[src/rtl/mips_multicycle_ctrl_v2_if.sv]
// Control bus between the multicycle MIPS controller and its datapath.
// Handshake: mem_req stays high until the cycle mem_ready is seen with it; that cycle completes the access.
interface mips_multicycle_ctrl_v2_if;
  logic [5:0] opcode;
  logic [5:0] funct;
  logic       mem_ready;
  logic       trap_clr;
  logic       mem_req;
  logic       i_or_d;
  logic       ir_write;
  logic       mem_write;
  logic       pc_write;
  logic       branch;
  logic       branch_ne;
  logic       reg_write;
  logic [1:0] reg_dest;
  logic [1:0] mem_to_reg;
  logic       alu_src_a;
  logic [1:0] alu_src_b;
  logic [2:0] alu_op;
  logic [1:0] pc_src;
  logic       trap;
  logic [1:0] trap_cause;
  logic [4:0] state_dbg;

  modport master (
    input  opcode, funct, mem_ready, trap_clr,
    output mem_req, i_or_d, ir_write, mem_write, pc_write, branch, branch_ne,
           reg_write, reg_dest, mem_to_reg, alu_src_a, alu_src_b, alu_op,
           pc_src, trap, trap_cause, state_dbg
  );

  modport slave (
    output opcode, funct, mem_ready, trap_clr,
    input  mem_req, i_or_d, ir_write, mem_write, pc_write, branch, branch_ne,
           reg_write, reg_dest, mem_to_reg, alu_src_a, alu_src_b, alu_op,
           pc_src, trap, trap_cause, state_dbg
  );
endinterface

[src/rtl/mips_multicycle_ctrl_v2.sv]
// Multicycle MIPS control FSM with memory wait states, bus timeout and trap handling.
// state_dbg encodings: FETCH=0 DECODE=1 MEMADR=2 MEMRD=3 MEMWB=4 MEMWR=5 EXEC=6 ALUWB=7 BEQ=8 BNE=9 IEXEC=10 IWB=11 JUMP=12 JAL=13 JR=14 TRAP=15.
module mips_multicycle_ctrl_v2 #(
  parameter bit MEM_HANDSHAKE = 1'b1,
  parameter bit EXT_EN        = 1'b1,
  parameter int WAIT_LIMIT    = 15,
  parameter int CNT_W         = 8
) (
  input logic                   clk,
  input logic                   reset_n,
  mips_multicycle_ctrl_v2_if.master bus
);

  localparam logic [5:0] OP_RTYPE = 6'b000000;
  localparam logic [5:0] OP_J     = 6'b000010;
  localparam logic [5:0] OP_JAL   = 6'b000011;
  localparam logic [5:0] OP_BEQ   = 6'b000100;
  localparam logic [5:0] OP_BNE   = 6'b000101;
  localparam logic [5:0] OP_ADDI  = 6'b001000;
  localparam logic [5:0] OP_ANDI  = 6'b001100;
  localparam logic [5:0] OP_ORI   = 6'b001101;
  localparam logic [5:0] OP_LW    = 6'b100011;
  localparam logic [5:0] OP_SW    = 6'b101011;
  localparam logic [5:0] FN_JR    = 6'b001000;

  typedef enum logic [4:0] {
    S_FETCH  = 5'd0,  S_DECODE = 5'd1,  S_MEMADR = 5'd2,  S_MEMRD = 5'd3,
    S_MEMWB  = 5'd4,  S_MEMWR  = 5'd5,  S_EXEC   = 5'd6,  S_ALUWB = 5'd7,
    S_BEQ    = 5'd8,  S_BNE    = 5'd9,  S_IEXEC  = 5'd10, S_IWB   = 5'd11,
    S_JUMP   = 5'd12, S_JAL    = 5'd13, S_JR     = 5'd14, S_TRAP  = 5'd15
  } state_t;

  typedef struct packed {
    logic       mem_req;
    logic       i_or_d;
    logic       ir_write;
    logic       mem_write;
    logic       pc_write;
    logic       branch;
    logic       branch_ne;
    logic       reg_write;
    logic [1:0] reg_dest;
    logic [1:0] mem_to_reg;
    logic       alu_src_a;
    logic [1:0] alu_src_b;
    logic [2:0] alu_op;
    logic [1:0] pc_src;
    logic       trap;
    logic [1:0] trap_cause;
  } ctl_t;

  state_t           state, state_next;
  logic [CNT_W-1:0] wait_cnt, cnt_next;
  logic [1:0]       cause, cause_next;
  ctl_t             c, o;
  logic             mem_done, wait_over, in_mem, illegal, ext;

  assign ext       = EXT_EN;
  assign mem_done  = MEM_HANDSHAKE ? bus.mem_ready : 1'b1;
  assign wait_over = (wait_cnt == CNT_W'(WAIT_LIMIT));

  always_ff @(posedge clk or negedge reset_n) begin
    if (!reset_n) begin
      state    <= S_FETCH;
      wait_cnt <= '0;
      cause    <= 2'b00;
    end else begin
      state    <= state_next;
      wait_cnt <= cnt_next;
      cause    <= cause_next;
    end
  end

  always_comb begin
    state_next   = state;
    cnt_next     = '0;
    cause_next   = cause;
    in_mem       = 1'b0;
    illegal      = 1'b0;
    c            = '0;
    c.trap_cause = cause;
    case (state)
      S_FETCH: begin
        in_mem      = 1'b1;
        c.mem_req   = 1'b1;
        c.alu_src_b = 2'b01;
        c.ir_write  = mem_done;
        c.pc_write  = mem_done;
        state_next  = S_DECODE;
      end
      S_DECODE: begin
        c.alu_src_b = 2'b11;
        case (bus.opcode)
          OP_LW, OP_SW: state_next = S_MEMADR;
          OP_RTYPE: begin
            if (bus.funct == FN_JR) begin
              state_next = S_JR;
              illegal    = !ext;
            end else begin
              state_next = S_EXEC;
            end
          end
          OP_BEQ:          state_next = S_BEQ;
          OP_BNE:          begin state_next = S_BNE;   illegal = !ext; end
          OP_ADDI:         state_next = S_IEXEC;
          OP_ANDI, OP_ORI: begin state_next = S_IEXEC; illegal = !ext; end
          OP_J:            state_next = S_JUMP;
          OP_JAL:          begin state_next = S_JAL;   illegal = !ext; end
          default:         illegal = 1'b1;
        endcase
        if (illegal) begin
          state_next = S_TRAP;
          cause_next = 2'b01;
        end
      end
      S_MEMADR: begin
        c.alu_src_a = 1'b1;
        c.alu_src_b = 2'b10;
        state_next  = (bus.opcode == OP_LW) ? S_MEMRD : S_MEMWR;
      end
      S_MEMRD: begin
        in_mem     = 1'b1;
        c.mem_req  = 1'b1;
        c.i_or_d   = 1'b1;
        state_next = S_MEMWB;
      end
      S_MEMWB: begin
        c.reg_write  = 1'b1;
        c.mem_to_reg = 2'b01;
        state_next   = S_FETCH;
      end
      S_MEMWR: begin
        in_mem      = 1'b1;
        c.mem_req   = 1'b1;
        c.i_or_d    = 1'b1;
        c.mem_write = 1'b1;
        state_next  = S_FETCH;
      end
      S_EXEC: begin
        c.alu_src_a = 1'b1;
        c.alu_op    = 3'b010;
        state_next  = S_ALUWB;
      end
      S_ALUWB: begin
        c.reg_write = 1'b1;
        c.reg_dest  = 2'b01;
        state_next  = S_FETCH;
      end
      S_BEQ, S_BNE: begin
        c.alu_src_a = 1'b1;
        c.alu_op    = 3'b001;
        c.pc_src    = 2'b01;
        c.branch    = (state == S_BEQ);
        c.branch_ne = (state == S_BNE);
        state_next  = S_FETCH;
      end
      S_IEXEC: begin
        c.alu_src_a = 1'b1;
        c.alu_src_b = 2'b10;
        case (bus.opcode)
          OP_ANDI: c.alu_op = 3'b011;
          OP_ORI:  c.alu_op = 3'b100;
          default: c.alu_op = 3'b000;
        endcase
        state_next = S_IWB;
      end
      S_IWB: begin
        c.reg_write = 1'b1;
        state_next  = S_FETCH;
      end
      S_JUMP: begin
        c.pc_write = 1'b1;
        c.pc_src   = 2'b10;
        state_next = S_FETCH;
      end
      // PC already holds PC+4 here, so the link value comes straight from PC.
      S_JAL: begin
        c.reg_write  = 1'b1;
        c.reg_dest   = 2'b10;
        c.mem_to_reg = 2'b10;
        c.pc_write   = 1'b1;
        c.pc_src     = 2'b10;
        state_next   = S_FETCH;
      end
      S_JR: begin
        c.pc_write = 1'b1;
        c.pc_src   = 2'b11;
        state_next = S_FETCH;
      end
      S_TRAP: begin
        c.trap = 1'b1;
        if (bus.trap_clr) begin
          state_next = S_FETCH;
          cause_next = 2'b00;
        end
      end
      default: state_next = S_FETCH;
    endcase
    // A stalled access holds its state until WAIT_LIMIT waits have elapsed.
    if (in_mem && !mem_done) begin
      if (wait_over) begin
        state_next = S_TRAP;
        cause_next = 2'b10;
      end else begin
        state_next = state;
        cnt_next   = wait_cnt + 1'b1;
      end
    end
  end

  // Outputs drop to zero the instant reset_n falls, ahead of any clock edge.
  assign o = reset_n ? c : '0;

  assign bus.mem_req    = o.mem_req;
  assign bus.i_or_d     = o.i_or_d;
  assign bus.ir_write   = o.ir_write;
  assign bus.mem_write  = o.mem_write;
  assign bus.pc_write   = o.pc_write;
  assign bus.branch     = o.branch;
  assign bus.branch_ne  = o.branch_ne;
  assign bus.reg_write  = o.reg_write;
  assign bus.reg_dest   = o.reg_dest;
  assign bus.mem_to_reg = o.mem_to_reg;
  assign bus.alu_src_a  = o.alu_src_a;
  assign bus.alu_src_b  = o.alu_src_b;
  assign bus.alu_op     = o.alu_op;
  assign bus.pc_src     = o.pc_src;
  assign bus.trap       = o.trap;
  assign bus.trap_cause = o.trap_cause;
  assign bus.state_dbg  = state;

endmodule
[src/flat_wrapper.sv]
// flat-port wrapper written by rule: the top's interface ports become plain ports
module mips_multicycle_ctrl_v2_flat 
#(
  parameter bit MEM_HANDSHAKE = 1'b1,
  parameter bit EXT_EN        = 1'b1,
  parameter int WAIT_LIMIT    = 15,
  parameter int CNT_W         = 8
)
  (clk, reset_n, bus_opcode, bus_funct, bus_mem_ready, bus_trap_clr, bus_mem_req, bus_i_or_d, bus_ir_write, bus_mem_write, bus_pc_write, bus_branch, bus_branch_ne, bus_reg_write, bus_reg_dest, bus_mem_to_reg, bus_alu_src_a, bus_alu_src_b, bus_alu_op, bus_pc_src, bus_trap, bus_trap_cause, bus_state_dbg);
  mips_multicycle_ctrl_v2_if bus_i ();
  input logic clk;
  input logic reset_n;
  input wire logic [$bits(bus_i.opcode)-1:0] bus_opcode;
  input wire logic [$bits(bus_i.funct)-1:0] bus_funct;
  input wire logic [$bits(bus_i.mem_ready)-1:0] bus_mem_ready;
  input wire logic [$bits(bus_i.trap_clr)-1:0] bus_trap_clr;
  output wire logic [$bits(bus_i.mem_req)-1:0] bus_mem_req;
  output wire logic [$bits(bus_i.i_or_d)-1:0] bus_i_or_d;
  output wire logic [$bits(bus_i.ir_write)-1:0] bus_ir_write;
  output wire logic [$bits(bus_i.mem_write)-1:0] bus_mem_write;
  output wire logic [$bits(bus_i.pc_write)-1:0] bus_pc_write;
  output wire logic [$bits(bus_i.branch)-1:0] bus_branch;
  output wire logic [$bits(bus_i.branch_ne)-1:0] bus_branch_ne;
  output wire logic [$bits(bus_i.reg_write)-1:0] bus_reg_write;
  output wire logic [$bits(bus_i.reg_dest)-1:0] bus_reg_dest;
  output wire logic [$bits(bus_i.mem_to_reg)-1:0] bus_mem_to_reg;
  output wire logic [$bits(bus_i.alu_src_a)-1:0] bus_alu_src_a;
  output wire logic [$bits(bus_i.alu_src_b)-1:0] bus_alu_src_b;
  output wire logic [$bits(bus_i.alu_op)-1:0] bus_alu_op;
  output wire logic [$bits(bus_i.pc_src)-1:0] bus_pc_src;
  output wire logic [$bits(bus_i.trap)-1:0] bus_trap;
  output wire logic [$bits(bus_i.trap_cause)-1:0] bus_trap_cause;
  output wire logic [$bits(bus_i.state_dbg)-1:0] bus_state_dbg;
  assign bus_i.opcode = bus_opcode;
  assign bus_i.funct = bus_funct;
  assign bus_i.mem_ready = bus_mem_ready;
  assign bus_i.trap_clr = bus_trap_clr;
  assign bus_mem_req = bus_i.mem_req;
  assign bus_i_or_d = bus_i.i_or_d;
  assign bus_ir_write = bus_i.ir_write;
  assign bus_mem_write = bus_i.mem_write;
  assign bus_pc_write = bus_i.pc_write;
  assign bus_branch = bus_i.branch;
  assign bus_branch_ne = bus_i.branch_ne;
  assign bus_reg_write = bus_i.reg_write;
  assign bus_reg_dest = bus_i.reg_dest;
  assign bus_mem_to_reg = bus_i.mem_to_reg;
  assign bus_alu_src_a = bus_i.alu_src_a;
  assign bus_alu_src_b = bus_i.alu_src_b;
  assign bus_alu_op = bus_i.alu_op;
  assign bus_pc_src = bus_i.pc_src;
  assign bus_trap = bus_i.trap;
  assign bus_trap_cause = bus_i.trap_cause;
  assign bus_state_dbg = bus_i.state_dbg;
  mips_multicycle_ctrl_v2 #(.MEM_HANDSHAKE(MEM_HANDSHAKE), .EXT_EN(EXT_EN), .WAIT_LIMIT(WAIT_LIMIT), .CNT_W(CNT_W)) u_core (.clk(clk), .reset_n(reset_n), .bus(bus_i));
endmodule
[config.mk]
export PLATFORM = sky130hd
export DESIGN_NAME = mips_multicycle_ctrl_v2_flat
export DESIGN_NICKNAME = d
export VERILOG_FILES = /design/src/rtl/mips_multicycle_ctrl_v2_if.sv /design/src/rtl/mips_multicycle_ctrl_v2.sv /design/src/flat_wrapper.sv
export SDC_FILE = /design/constraint.sdc
export NUM_CORES = 1
export LEC_CHECK = 0
export BUFFER_PORTS_ARGS = -buffer_cell sky130_fd_sc_hd__buf_4
export CAP_MARGIN = 20
export CORE_ASPECT_RATIO = 0.8
export CORE_UTILIZATION = 35
export CTS_CLUSTER_SIZE = 12
export DETAILED_ROUTE_END_ITERATION = 12
export PLACE_DENSITY_LB_ADDON = 0.05
export SYNTH_ARGS = -nofsm -noshare
export SYNTH_HDL_FRONTEND = slang
export SYNTH_SLANG_ARGS = --single-unit
[constraint.sdc]
create_clock -name clk -period 2.2 [get_ports clk]
set_input_delay 0.33 -clock clk [delete_from_list [all_inputs] [get_ports clk]]
set_output_delay 0.33 -clock clk [all_outputs]
set_load 0.05 [all_outputs]
==> summary.txt, run 1 <==
Yosys
  – Predominant post-synthesis flop cell: dfrtp_1
  – Post-synthesis simple-gate area fraction: 38.3%
  – Post-synthesis cell count: 165
  – Sequential element share of the synthesized area: 26.8%
  – Post-synth ARST share: 100%
  – Most common cell in the netlist: nor2_1
  – Top cell type's share of synthesized area: 26.8%
  – Synth Area in XOR/XNOR: 5.36%
  – Synth area leader: dfrtp_1
  – Number of synthesized flops with an enable pin: 0
  – Largest family of logic cells by synthesized area: simple AND/OR/NAND/NOR gates
  – Syn_area_per_cell: 7.92 um2
  – Synth Cell Area: 1310 um2
  – YS warnings: 0
  – Post-Synth Adder-Cell Area: 0.958%
  – Mux cell area share after synthesis: 0.766%
  – Largest cells by area after synthesis: dfrtp_1, a21oi_1, nor2_1, o21ai_0, nand2_1
  – Commonest cells in the netlist: nor2_1, a21oi_1, dfrtp_1
  – Compound-Gate Fraction of Synth Area: 21.1%
  – Post-synth net total: 182
  – Yosys cell types: 52
  – FF+latch count, synth: 14

Pwr
  – Leakage Power: 0.000775 uW
  – Worst vdd ir: 0.484 mV
  – Power per cell area: 1210 nW/um2

Finish
  – Cell area after layout: 1810 um2
  – Layout cells sized above 1: 41.5%
  – Core Util, Final: 51.9%
  – Area Overhead vs Synth: 38.8%
  – # diodes: 0
  – Fill count: 346
  – Fin nets: 223

STA
  – Final setup violation count: 0
  – Fin Setup TNS: 0 ps
  – Relative slew slack: 54.7%
  – Hold slack: 448 ps
  – Slew @ Worst Pin: 677 ps
  – RSZ-0062 raised after global routing: true
  – Fin. Hold Viols: 0
  – Crit path time final: 2150 ps
  – Fmax: 465 MHz
  – Slew Limit Fails: 0
  – Worst Skew: 4.49 ps
  – Final worst-path cycle share: 97.8%

Route
  – Drt total wl: 3.53 mm
  – Routed len/inst: 14.3 um
  – DRC violations left: 0
  – Drt first-iter violations: 104
  – Antenna-violating nets left: 0
  – 1st-pass router iterations: 4
  – Via count: 1366
  – Vias per cell: 5.53

Clock network
  – Clock Latency Late Sink: 240 ps
  – Clock Root Buffer: clkbuf_8
  – Clk sinks: 14
  – Largest buffer count on any clock path: 2
  – CTS tree: built
  – H-Tree Depth: 1
  – Inserted Clock Buffers: 3
  – Worst-path clk slew: 60 ps

Worst setup path
  – Crit path max fanout: 11
  – Critical path's top delay family: simple AND/OR/NAND/NOR gates
  – R2R depth: 6
  – Critical path capture point type: primary output
  – Crit-path cells: and2b_2 -> a21oi_1 -> o21ai_1 -> nand2_2 -> nor4_4 -> buf_6
  – Slowest-stage cell, CP: dfrtp_2
  – Critical path class: register to primary output
  – Max stage delay on crit path: 470 ps
  – Startpoint types: register
  – CP Depth: 6
  – Worst path bufs/invs: 1
  – Critical Path RT: 1870 ps
  – Worst EP arrival: 1820 ps

Placed design
  – Port Buffers: 42
  – Placed Area: 1720 um2
  – GP Congestion: 0.869
  – Hpwl dp: 2.62 mm

Job
  – Max Cap Viol: 0

Floorplan
  – Die Area: 3980 um2
  – Starting Density: 37.4%
  – Site row count: 19
  – # IOs: 44
  – Width of the die: 70.3 um
  – Die height: 56.6 um
  – Core region area: 3490 um2

Global route
  – Initial antenna violation count: 0
  – First-pass GRT wire length: 5.96 mm
  – Largest net degree at the start of global routing: 22
  – Global route total overflow: 0
  – Number of global-route vias before repair: 1295
  – GRT Total Usage: 18.4%

Hold path
  – Min-Delay Path Class: register to register
  – Hold path cells: 1

Status
  – Status: completed
-- sequential cells by signal, indices dropped and copies added, names as in the netlist --
register              count
u_core.bus.state_dbg      4
u_core.cause              2
u_core.wait_cnt           8
-- power by group --
group | switching [uW] | total, uW | leakage, uW | internal (uW)
clock | 88.6 | 217 | 0.0000228 | 128
combinational | 1040 | 1600 | 0.000574 | 558
sequential | 53.7 | 370 | 0.000179 | 316
total | 1190 | 2190 | 0.000775 | 1000
-- cells by family (layout without fill, tap and decap cells) --
family,count (synthesis),count (layout)
simple gates,82,82
compound gates,43,43
buf+inv,15,55
flops,14,14
xor+xnor,8,8
fa+ha+maj,1,1
other cells,1,1
mux,1,1
-- routing by layer --
layer / wire length [um] / global-route usage (%) / up-vias
met3: 229 / 4.85 / 2
met1: 1740 / 27.1 / 652
met2: 1550 / 27.3 / 45
met4: 14 / 2.57 / 0
li1: - / - / 667
met5: 0 / 0 / -
-- final timing paths --
| kind | from | end | slack, ps |
|---|---|---|---|
| setup / recovery | u_core.bus.state_dbg[3]$_DFFE_PN0P_ | bus_alu_op[2] | 50 |
| setup reg to reg | u_core.bus.state_dbg[1]$_DFFE_PN0P_ | u_core.bus.state_dbg[3]$_DFFE_PN0P_ | 370 |
| hold / removal | u_core.wait_cnt[0]$_DFF_PN0_ | u_core.wait_cnt[0]$_DFF_PN0_ | 450 |
| min in group asynchronous | reset_n | u_core.wait_cnt[7]$_DFF_PN0_ | 780 |
| hold reg to reg | u_core.wait_cnt[0]$_DFF_PN0_ | u_core.wait_cnt[0]$_DFF_PN0_ | 450 |
| max in group asynchronous | reset_n | u_core.bus.state_dbg[2]$_DFFE_PN0P_ | 940 |
-- metrics by stage --
step / worst slack, ps / cells / total power, uW
after global placement: 214 / 241 / 1920
after CTS: 21.2 / 246 / 2180
after global routing: -65.2 / 247 / 2330
after floorplan: -136 / 165 / 1570
final: 47.6 / 247 / 2190
after detailed placement: 139 / 241 / 1940
-- what timing repair did --
action | 4_1_cts | 5_1_grt
setup buffers | 0 | 1
endpoints found under the hold margin | 14 | 0
setup endpoints to repair | 3 | 4
resized for setup | 6 | 3
hold buffers | 1 | 0
pin swaps | 0 | 1
-- final cells by class --
type                       instances  area [um2]  area share (%)
timing repair buffer              49         374            20.6
clock buffer                       4        45.0            2.48
inverter                           2        7.51           0.414
multi-input combinational        136         978            54.0
tap                               42        52.6            2.90
sequential                        14         355            19.6
-- cell usage in the layout, fill, tap and decap left out, types with 2 or more instances in the layout --
| master | count |
|---|---|
| nor3_2 | 3 |
| nor2b_1 | 2 |
| nand3b_1 | 2 |
| and2_1 | 3 |
| a21o_1 | 2 |
| nor2b_2 | 2 |
| nand2_1 | 9 |
| inv_1 | 2 |
| nor3b_2 | 2 |
| dfrtp_1 | 10 |
| o21ai_1 | 3 |
| xnor2_1 | 3 |
| dfrtp_2 | 4 |
| buf_4 | 47 |
| nand2b_4 | 2 |
| o31ai_1 | 2 |
| and3_1 | 2 |
| a21oi_1 | 14 |
| clkbuf_8 | 3 |
| nor2_4 | 2 |
| nor2_2 | 2 |
| nor3_1 | 4 |
| nand3_1 | 3 |
| o21ai_0 | 10 |
| nor2_1 | 18 |
| nand2b_1 | 4 |
| nor4b_2 | 2 |
| a21oi_4 | 2 |
| xor2_1 | 4 |
| or3_1 | 4 |
Power figures use the tool's default switching activity.
==> inputs of run 2 (changes only) <==
--- a/config.mk
+++ b/config.mk
@@ -11,7 +11,8 @@
 export CORE_UTILIZATION = 35
 export CTS_CLUSTER_SIZE = 12
 export DETAILED_ROUTE_END_ITERATION = 12
-export PLACE_DENSITY_LB_ADDON = 0.05
+export PLACE_DENSITY = 0.57
+export SLEW_MARGIN = 20
 export SYNTH_ARGS = -nofsm -noshare
 export SYNTH_HDL_FRONTEND = slang
 export SYNTH_SLANG_ARGS = --single-unit
==> run 2 against run 1 <==
  * Maximum frequency grew 1.3%
  * Worst hold slack lost 330 ps
  * Sequential cell count is the same
  * Cell count grew 0.40%
  * Worst setup slack gained 27 ps
  * Wire length shrank 2.0%
  * Clock skew shrank 2.2 ps
  * Largest cell class unchanged
  * Largest power group unchanged
  * Critical endpoint is now bus_alu_src_b[1]
  * Design area grew 0.62%
  * Die area is the same
  * Clock-buffer cell count is the same
  * Non-clock buffer count grew 1
  * Via count shrank 2.6%
==> summary.txt, run 2 (synthesis gave the netlist of run 1 again) <==
Global route
  – GRT Total Usage: 18.5% (was 18.4%)
  – Largest net degree at the start of global routing: 22 (unchanged)
  – Number of global-route vias before repair: 1298 (was 1295)
  – GRT met3 Usage: 3.77% (was 4.85%)
  – GR Util met1: 25.2% (was 27.1%)
  – Met2 global-route usage: 28.7% (was 27.3%)
  – Global route total overflow: 0 (unchanged)
  – Top Usage Layer GRT: met2 (unchanged)
  – Initial antenna violation count: 0 (unchanged)
  – First-pass GRT wire length: 5.87 mm (was 5.96 mm)

Finish
  – Max reg flops: 8 (unchanged)
  – Commonest non-fill, non-tap cell in the layout: buf_4 (unchanged)
  – # diodes: 0 (unchanged)
  – Fin nets: 224 (was 223)
  – Layout cells sized above 1: 42.2% (was 41.5%)
  – Register with the most flip-flops: u_core.wait_cnt (unchanged)
  – Fill count: 340 (was 346)
  – Area Overhead vs Synth: 39.7% (was 38.8%)
  – Commonest non-fill, non-tap cells in the layout: buf_4, nor2_1, a21oi_1, o21ai_0, dfrtp_1 (unchanged)
  – Cell area after layout: 1820 um2 (was 1810 um2)
  – Core Util, Final: 52.2% (was 51.9%)

STA
  – Final worst-path cycle share: 96.6% (was 97.8%)
  – Fin Setup TNS: 0 ps (unchanged)
  – Fin. Hold Viols: 0 (unchanged)
  – Fmax: 471 MHz (was 465 MHz)
  – Final setup violation count: 0 (unchanged)
  – Crit path time final: 2130 ps (was 2150 ps)
  – Hold slack: 123 ps (was 448 ps)
  – Slew Limit Fails: 0 (unchanged)
  – Worst Skew: 2.32 ps (was 4.49 ps)
  – RSZ-0062 raised after global routing: true (unchanged)
  – Worst Slack Setup Final: 74.8 ps (was 47.6 ps)

Floorplan
  – Site row count: 19 (unchanged)
  – Starting Density: 37.4% (unchanged)
  – Width of the die: 70.3 um (unchanged)
  – Die height: 56.6 um (unchanged)
  – # IOs: 44 (unchanged)
  – Die Area: 3980 um2 (unchanged)
  – Core region area: 3490 um2 (unchanged)

Clock network
  – Largest buffer count on any clock path: 2 (unchanged)
  – Worst-path clk slew: 60 ps (about the same)
  – Clock Latency Late Sink: 240 ps (about the same)
  – H-Tree Depth: 1 (unchanged)
  – Clock Root Buffer: clkbuf_8 (unchanged)
  – Clk sinks: 14 (unchanged)
  – Inserted Clock Buffers: 3 (unchanged)
  – Hold-fix buffers, CTS: 0 (was 1)
  – CTS tree: built (unchanged)

Job
  – Max Cap Viol: 0 (unchanged)

Pwr
  – NetSw: 1170 uW (was 1190 uW)
  – Int Pwr: 1020 uW (was 1000 uW)
  – Sequential share of power: 16.4% (was 16.9%)
  – Power per cell area: 1200 nW/um2 (was 1210 nW/um2)
  – Worst vdd ir: 0.639 mV (was 0.484 mV)
  – Sw Share: 53.4% (was 54.2%)
  – Leakage Power: 0.000783 uW (was 0.000775 uW)
  – Combinational Power Share: 72.2% (was 73.2%)
  – Clk network pwr share: 11.3% (was 9.9%)

Worst setup path
  – Critical path class: register to primary output (unchanged)
  – Worst flop-to-flop path startpoint: u_core.bus.state_dbg[2]$_DFFE_PN0P_ (was u_core.bus.state_dbg[1]$_DFFE_PN0P_)
  – Most common cell on crit path: buf_4
  – Worst EP arrival: 1800 ps (was 1820 ps)
  – Critical path capture point type: primary output (unchanged)
  – Slowest-stage cell, CP: dfrtp_2 (unchanged)
  – Startpoint types: register (unchanged)
  – Critical Path Start: u_core.bus.state_dbg[1]$_DFFE_PN0P_ (was u_core.bus.state_dbg[3]$_DFFE_PN0P_)
  – Crit path max fanout: 19 (was 11)
  – Max stage delay on crit path: 410 ps (was 470 ps)
  – Crit-path cells: buf_4 -> nand2b_4 -> or2_2 -> a21oi_1 -> buf_4 (was and2b_2 -> a21oi_1 -> o21ai_1 -> nand2_2 -> nor4_4 -> buf_6)
  – Critical Path RT: 1870 ps (about the same)

Route
  – Drt first-iter violations: 42 (was 104)
  – Vias per cell: 5.36 (was 5.53)
  – Routed len/inst: 14.0 um (was 14.3 um)
  – Via count: 1330 (was 1366)
  – Drt total wl: 3.46 mm (was 3.53 mm)
  – 1st-pass router iterations: 4 (unchanged)
  – DRC violations left: 0 (unchanged)
  – Antenna-violating nets left: 0 (unchanged)

Placed design
  – Port Buffers: 42 (unchanged)
  – Placed Area: 1740 um2 (was 1720 um2)
  – Setup WS pre-CTS: 182 ps (was 139 ps)
  – GP Congestion: 0.919 (was 0.869)
  – Hpwl dp: 2.68 mm (was 2.62 mm)

Status
  – Status: completed (unchanged)

Hold path
  – Min-Delay Path Class: input port to async pin (was register to register)
run 2: metal layers:
metal / vias to the layer above / share of wire, %
met2: 40 / 42
met4: 0 / 2.0
met3: 9 / 5.1
met1: 610 / 51
li1: 671 / -
met5: - / 0
run 2: power groups by stage:
stage          Sequential [uW]  Clock (uW)  Combinational [uW]
3_3_place_gp               359           0                1560
5_1_grt                    370         273                1710
4_1_cts                    360         259                1590
3_5_place_dp               362           0                1570
2_1_floorplan              480           0                1090
6_report                   361         248                1590
run 2: path summary, 6_finish.rpt:
kind                                                       endpoint  slack [ps]  cells after the start
worst min register to register         u_core.wait_cnt[0]$_DFF_PN0_         440                      1
min in group clk                       u_core.wait_cnt[0]$_DFF_PN0_         440                      1
worst min-delay path                   u_core.wait_cnt[7]$_DFF_PN0_         120                      2
worst max register to register  u_core.bus.state_dbg[3]$_DFFE_PN0P_         500                      6
worst max-delay path                               bus_alu_src_b[1]          70                      5
max in group asynchronous       u_core.bus.state_dbg[1]$_DFFE_PN0P_        1880                      2
run 2: timing repair:
item | 4_1_cts | 5_1_grt
buffers inserted | 0 | 1
setup endpoints to repair | 3 | 4
pin swaps | 0 | 1
gates resized for setup | 3 | 6
run 2: layout make-up:
| cell class | count | area [um2] | share of cell area [%] |
|---|---|---|---|
| inverters | 2 | 7.51 | 0.412 |
| flip-flops and latches | 14 | 355 | 19.5 |
| clock buffers | 4 | 55.1 | 3.02 |
| repair buffers | 50 | 383 | 21.0 |
| multi-input cells | 136 | 971 | 53.2 |
| well taps | 42 | 52.6 | 2.88 |
run 2: through the flow:
stage / instances / total power [uW]
2_1_floorplan: 165 / 1570
3_3_place_gp: 243 / 1920
3_5_place_dp: 243 / 1940
4_1_cts: 247 / 2200
5_1_grt: 248 / 2350
6_report: 248 / 2190
run 2: critical path, delay by kind of cell, from the launching register on:
| family | cells | cell delay, ps |
|---|---|---|
| DFF | 1 | 410 |
| and+or+nand+nor | 2 | 500 |
| buffers and inverters | 2 | 430 |
| AOI/OAI and AO/OA | 1 | 200 |
==> inputs of run 3 (changes only) <==
--- a/config.mk
+++ b/config.mk
@@ -9,8 +9,10 @@
 export CAP_MARGIN = 20
 export CORE_ASPECT_RATIO = 0.8
 export CORE_UTILIZATION = 35
+export CTS_CLUSTER_DIAMETER = 30
 export CTS_CLUSTER_SIZE = 12
 export DETAILED_ROUTE_END_ITERATION = 12
+export HOLD_SLACK_MARGIN = 0.15
 export PLACE_DENSITY = 0.57
 export SLEW_MARGIN = 20
 export SYNTH_ARGS = -nofsm -noshare
==> constraint.sdc (replaced) <==
create_clock -name clk -period 2.73 [get_ports clk]
set_input_delay 0.4095 -clock clk [delete_from_list [all_inputs] [get_ports clk]]
set_output_delay 0.4095 -clock clk [all_outputs]
set_load 0.05 [all_outputs]
==> run 3 against run 2 <==
  * Clock power fell by 20%
  * Core utilization fell by 3.3 points
  * Largest cell class unchanged
  * Sequential share of layout area up 1.0 points
  * Clock skew is 0.97 ps higher
  * Clock-buffer cell count unchanged
  * First-iteration DRC count shrank 19%
  * Sequential power fell by 17%
==> summary.txt, run 3 (synthesis gave the netlist of run 1 again) <==
Worst setup path
  – Most common cell on crit path: buf_4 (unchanged)
  – R2R setup slack: 910 ps (was 500 ps)
  – Critical Path RT: 2320 ps (was 1870 ps)
  – Worst flop-to-flop path startpoint: u_core.bus.state_dbg[2]$_DFFE_PN0P_ (unchanged)
  – Max stage delay on crit path: 530 ps (was 410 ps)
  – Critical path class: input port to primary output (was register to primary output)
  – FF-to-FF End: u_core.bus.state_dbg[3]$_DFFE_PN0P_ (unchanged)
  – Critical path's top delay family: buffers and inverters (was simple AND/OR/NAND/NOR gates)
  – Slowest-stage cell, CP: dlygate4sd3_1 (was dfrtp_2)
  – Startpoint types: input port (was register)
  – Crit-path cells: dlygate4sd3_1 -> buf_4 -> and4_1 -> or2_2 -> buf_4 (was buf_4 -> nand2b_4 -> or2_2 -> a21oi_1 -> buf_4)
  – Critical path capture point type: primary output (unchanged)
  – Crit path max fanout: 27 (was 19)
  – Worst EP arrival: 1880 ps (was 1800 ps)
  – Worst path bufs/invs: 3 (was 2)
  – R2R depth: 6 (unchanged)

Finish
  – Register with the most flip-flops: u_core.wait_cnt (unchanged)
  – Fin nets: 221 (was 224)
  – Commonest non-fill, non-tap cell in the layout: buf_4 (unchanged)
  – Max reg flops: 8 (unchanged)
  – # diodes: 0 (unchanged)
  – Area Overhead vs Synth: 30.8% (was 39.7%)
  – Fill count: 352 (was 340)
  – Layout cells sized above 1: 33.0% (was 42.2%)
  – Commonest non-fill, non-tap cells in the layout: buf_4, nor2_1, a21oi_1, dfrtp_1, o21ai_0 (was buf_4, nor2_1, a21oi_1, o21ai_0, dfrtp_1)
  – Cell area after layout: 1710 um2 (was 1820 um2)
  – Core Util, Final: 48.9% (was 52.2%)

Status
  – Status: completed (unchanged)

STA
  – Crit path time final: 2280 ps
  – Slew Limit Fails: 0 (unchanged)
  – Worst Skew: 3.29 ps (was 2.32 ps)
  – Fmax: 438 MHz
  – Final worst-path cycle share: 83.7%
  – Final setup violation count: 0 (unchanged)
  – Hold slack: 450 ps (was 123 ps)
  – RSZ-0062 raised after global routing: false (was true)
  – Fin. Hold Viols: 0 (unchanged)
  – Worst Slack Setup Final: 445 ps (was 74.8 ps)

Floorplan
  – Die height: 56.6 um (unchanged)
  – Core region area: 3490 um2 (unchanged)
  – Starting Density: 37.4% (unchanged)
  – # IOs: 44 (unchanged)
  – Die Area: 3980 um2 (unchanged)
  – Width of the die: 70.3 um (unchanged)
  – Site row count: 19 (unchanged)

Global route
  – First-pass GRT wire length: 5.51 mm (was 5.87 mm)
  – Number of global-route vias before repair: 1189 (was 1298)
  – Initial antenna violation count: 0 (unchanged)
  – Global route total overflow: 0 (unchanged)
  – GRT Total Usage: 16.9% (was 18.5%)
  – Largest net degree at the start of global routing: 28 (was 22)

Pwr
  – Total Power: 1690 uW (was 2190 uW)
  – Worst vdd ir: 0.416 mV (was 0.639 mV)
  – Power per cell area: 990 nW/um2 (was 1200 nW/um2)
  – Leakage Power: 0.000749 uW (was 0.000783 uW)

Placed design
  – Port Buffers: 42 (unchanged)
  – Placed Area: 1640 um2 (was 1740 um2)
  – Hpwl dp: 2.53 mm (was 2.68 mm)
  – GP Congestion: 0.868 (was 0.919)
  – Setup WS pre-CTS: 718 ps (was 182 ps)

Hold path
  – Hold path cells: 1
  – Hold EP: u_core.wait_cnt[0]$_DFF_PN0_
  – Hold_sp: u_core.wait_cnt[0]$_DFF_PN0_
  – Min-Delay Path Class: register to register (was input port to async pin)

Clock network
  – Inserted Clock Buffers: 3 (unchanged)
  – H-Tree Depth: 1 (unchanged)
  – CTS tree: built (unchanged)
  – Largest buffer count on any clock path: 2 (unchanged)
  – Clk sinks: 14 (unchanged)
  – Worst-path clk slew: 60 ps (about the same)
  – Clock Latency Late Sink: 240 ps (about the same)
  – Clock Root Buffer: clkbuf_8 (unchanged)

Route
  – DRC violations left: 0 (unchanged)
  – 1st-pass router iterations: 4 (unchanged)
  – Vias per cell: 5.40 (was 5.36)
  – Via count: 1322 (was 1330)
  – Routed len/inst: 13.4 um (was 14.0 um)
  – Drt total wl: 3.27 mm (was 3.46 mm)
  – Drt first-iter violations: 34 (was 42)
  – Antenna-violating nets left: 0 (unchanged)

Job
  – Max Cap Viol: 0 (unchanged)
==> run 3: worst register-to-register path, cell delays in order, from the launching register on <==
cell and delay (ps):
dfrtp_1 550, buf_4 250, or3_1 150, o21ai_0 150
a21boi_4 230, o21ai_1 100, o31a_1 260
==> run 3: worst max-delay path by stage <==
stage,slack (ps),startpoint,to,cells past startpoint
after floorplan,-10,u_core.bus.state_dbg[3]$_DFFE_PN0P_,bus_alu_op[2],6
after detailed placement,720,u_core.bus.state_dbg[0]$_DFFE_PN0P_,bus_alu_op[0],6
final,450,reset_n,bus_pc_write,5
after CTS,430,reset_n,bus_pc_write,6
after global routing,290,u_core.bus.state_dbg[2]$_DFFE_PN0P_,bus_alu_op[2],6
after global placement,760,u_core.bus.state_dbg[2]$_DFFE_PN0P_,bus_alu_op[2],6
==> run 3: report_power, final <==
group	switching (uW)	internal, uW
clock	71.0	127
combinational	779	417
sequential	47.9	250
==> run 3: metrics by stage <==
stage,instances,TNS (ps)
3_3_place_gp,240,0
3_5_place_dp,240,0
4_1_cts,245,0
2_1_floorplan,165,-12.8
6_report,245,0
5_1_grt,245,0
==> run 3: timing repair <==
action,CTS,global route
endpoints found under the setup margin,0,0
gates resized for setup,0,0
hold buffers,1,0
hold endpoints to repair,14,0
buffers inserted,0,0
==> run 3: area by class of cell <==
class                   count  area [um2]  share of cell area [%]
inverters                   2        7.51                   0.439
multi-input cells         136         888                    52.0
clock buffers               4        55.1                    3.22
repair buffers             47         355                    20.8
flip-flops and latches     14         350                    20.5
well taps                  42        52.6                    3.07
==> run 3: metal layers <==
metal  part of all wire, %  up-vias  track usage (%)
met3                   4.6        6             2.51
met1                    50      626             23.8
li1                      -      655                -
met2                    45       35             26.8
met5                     0        -                0
met4                   1.2        0             4.86
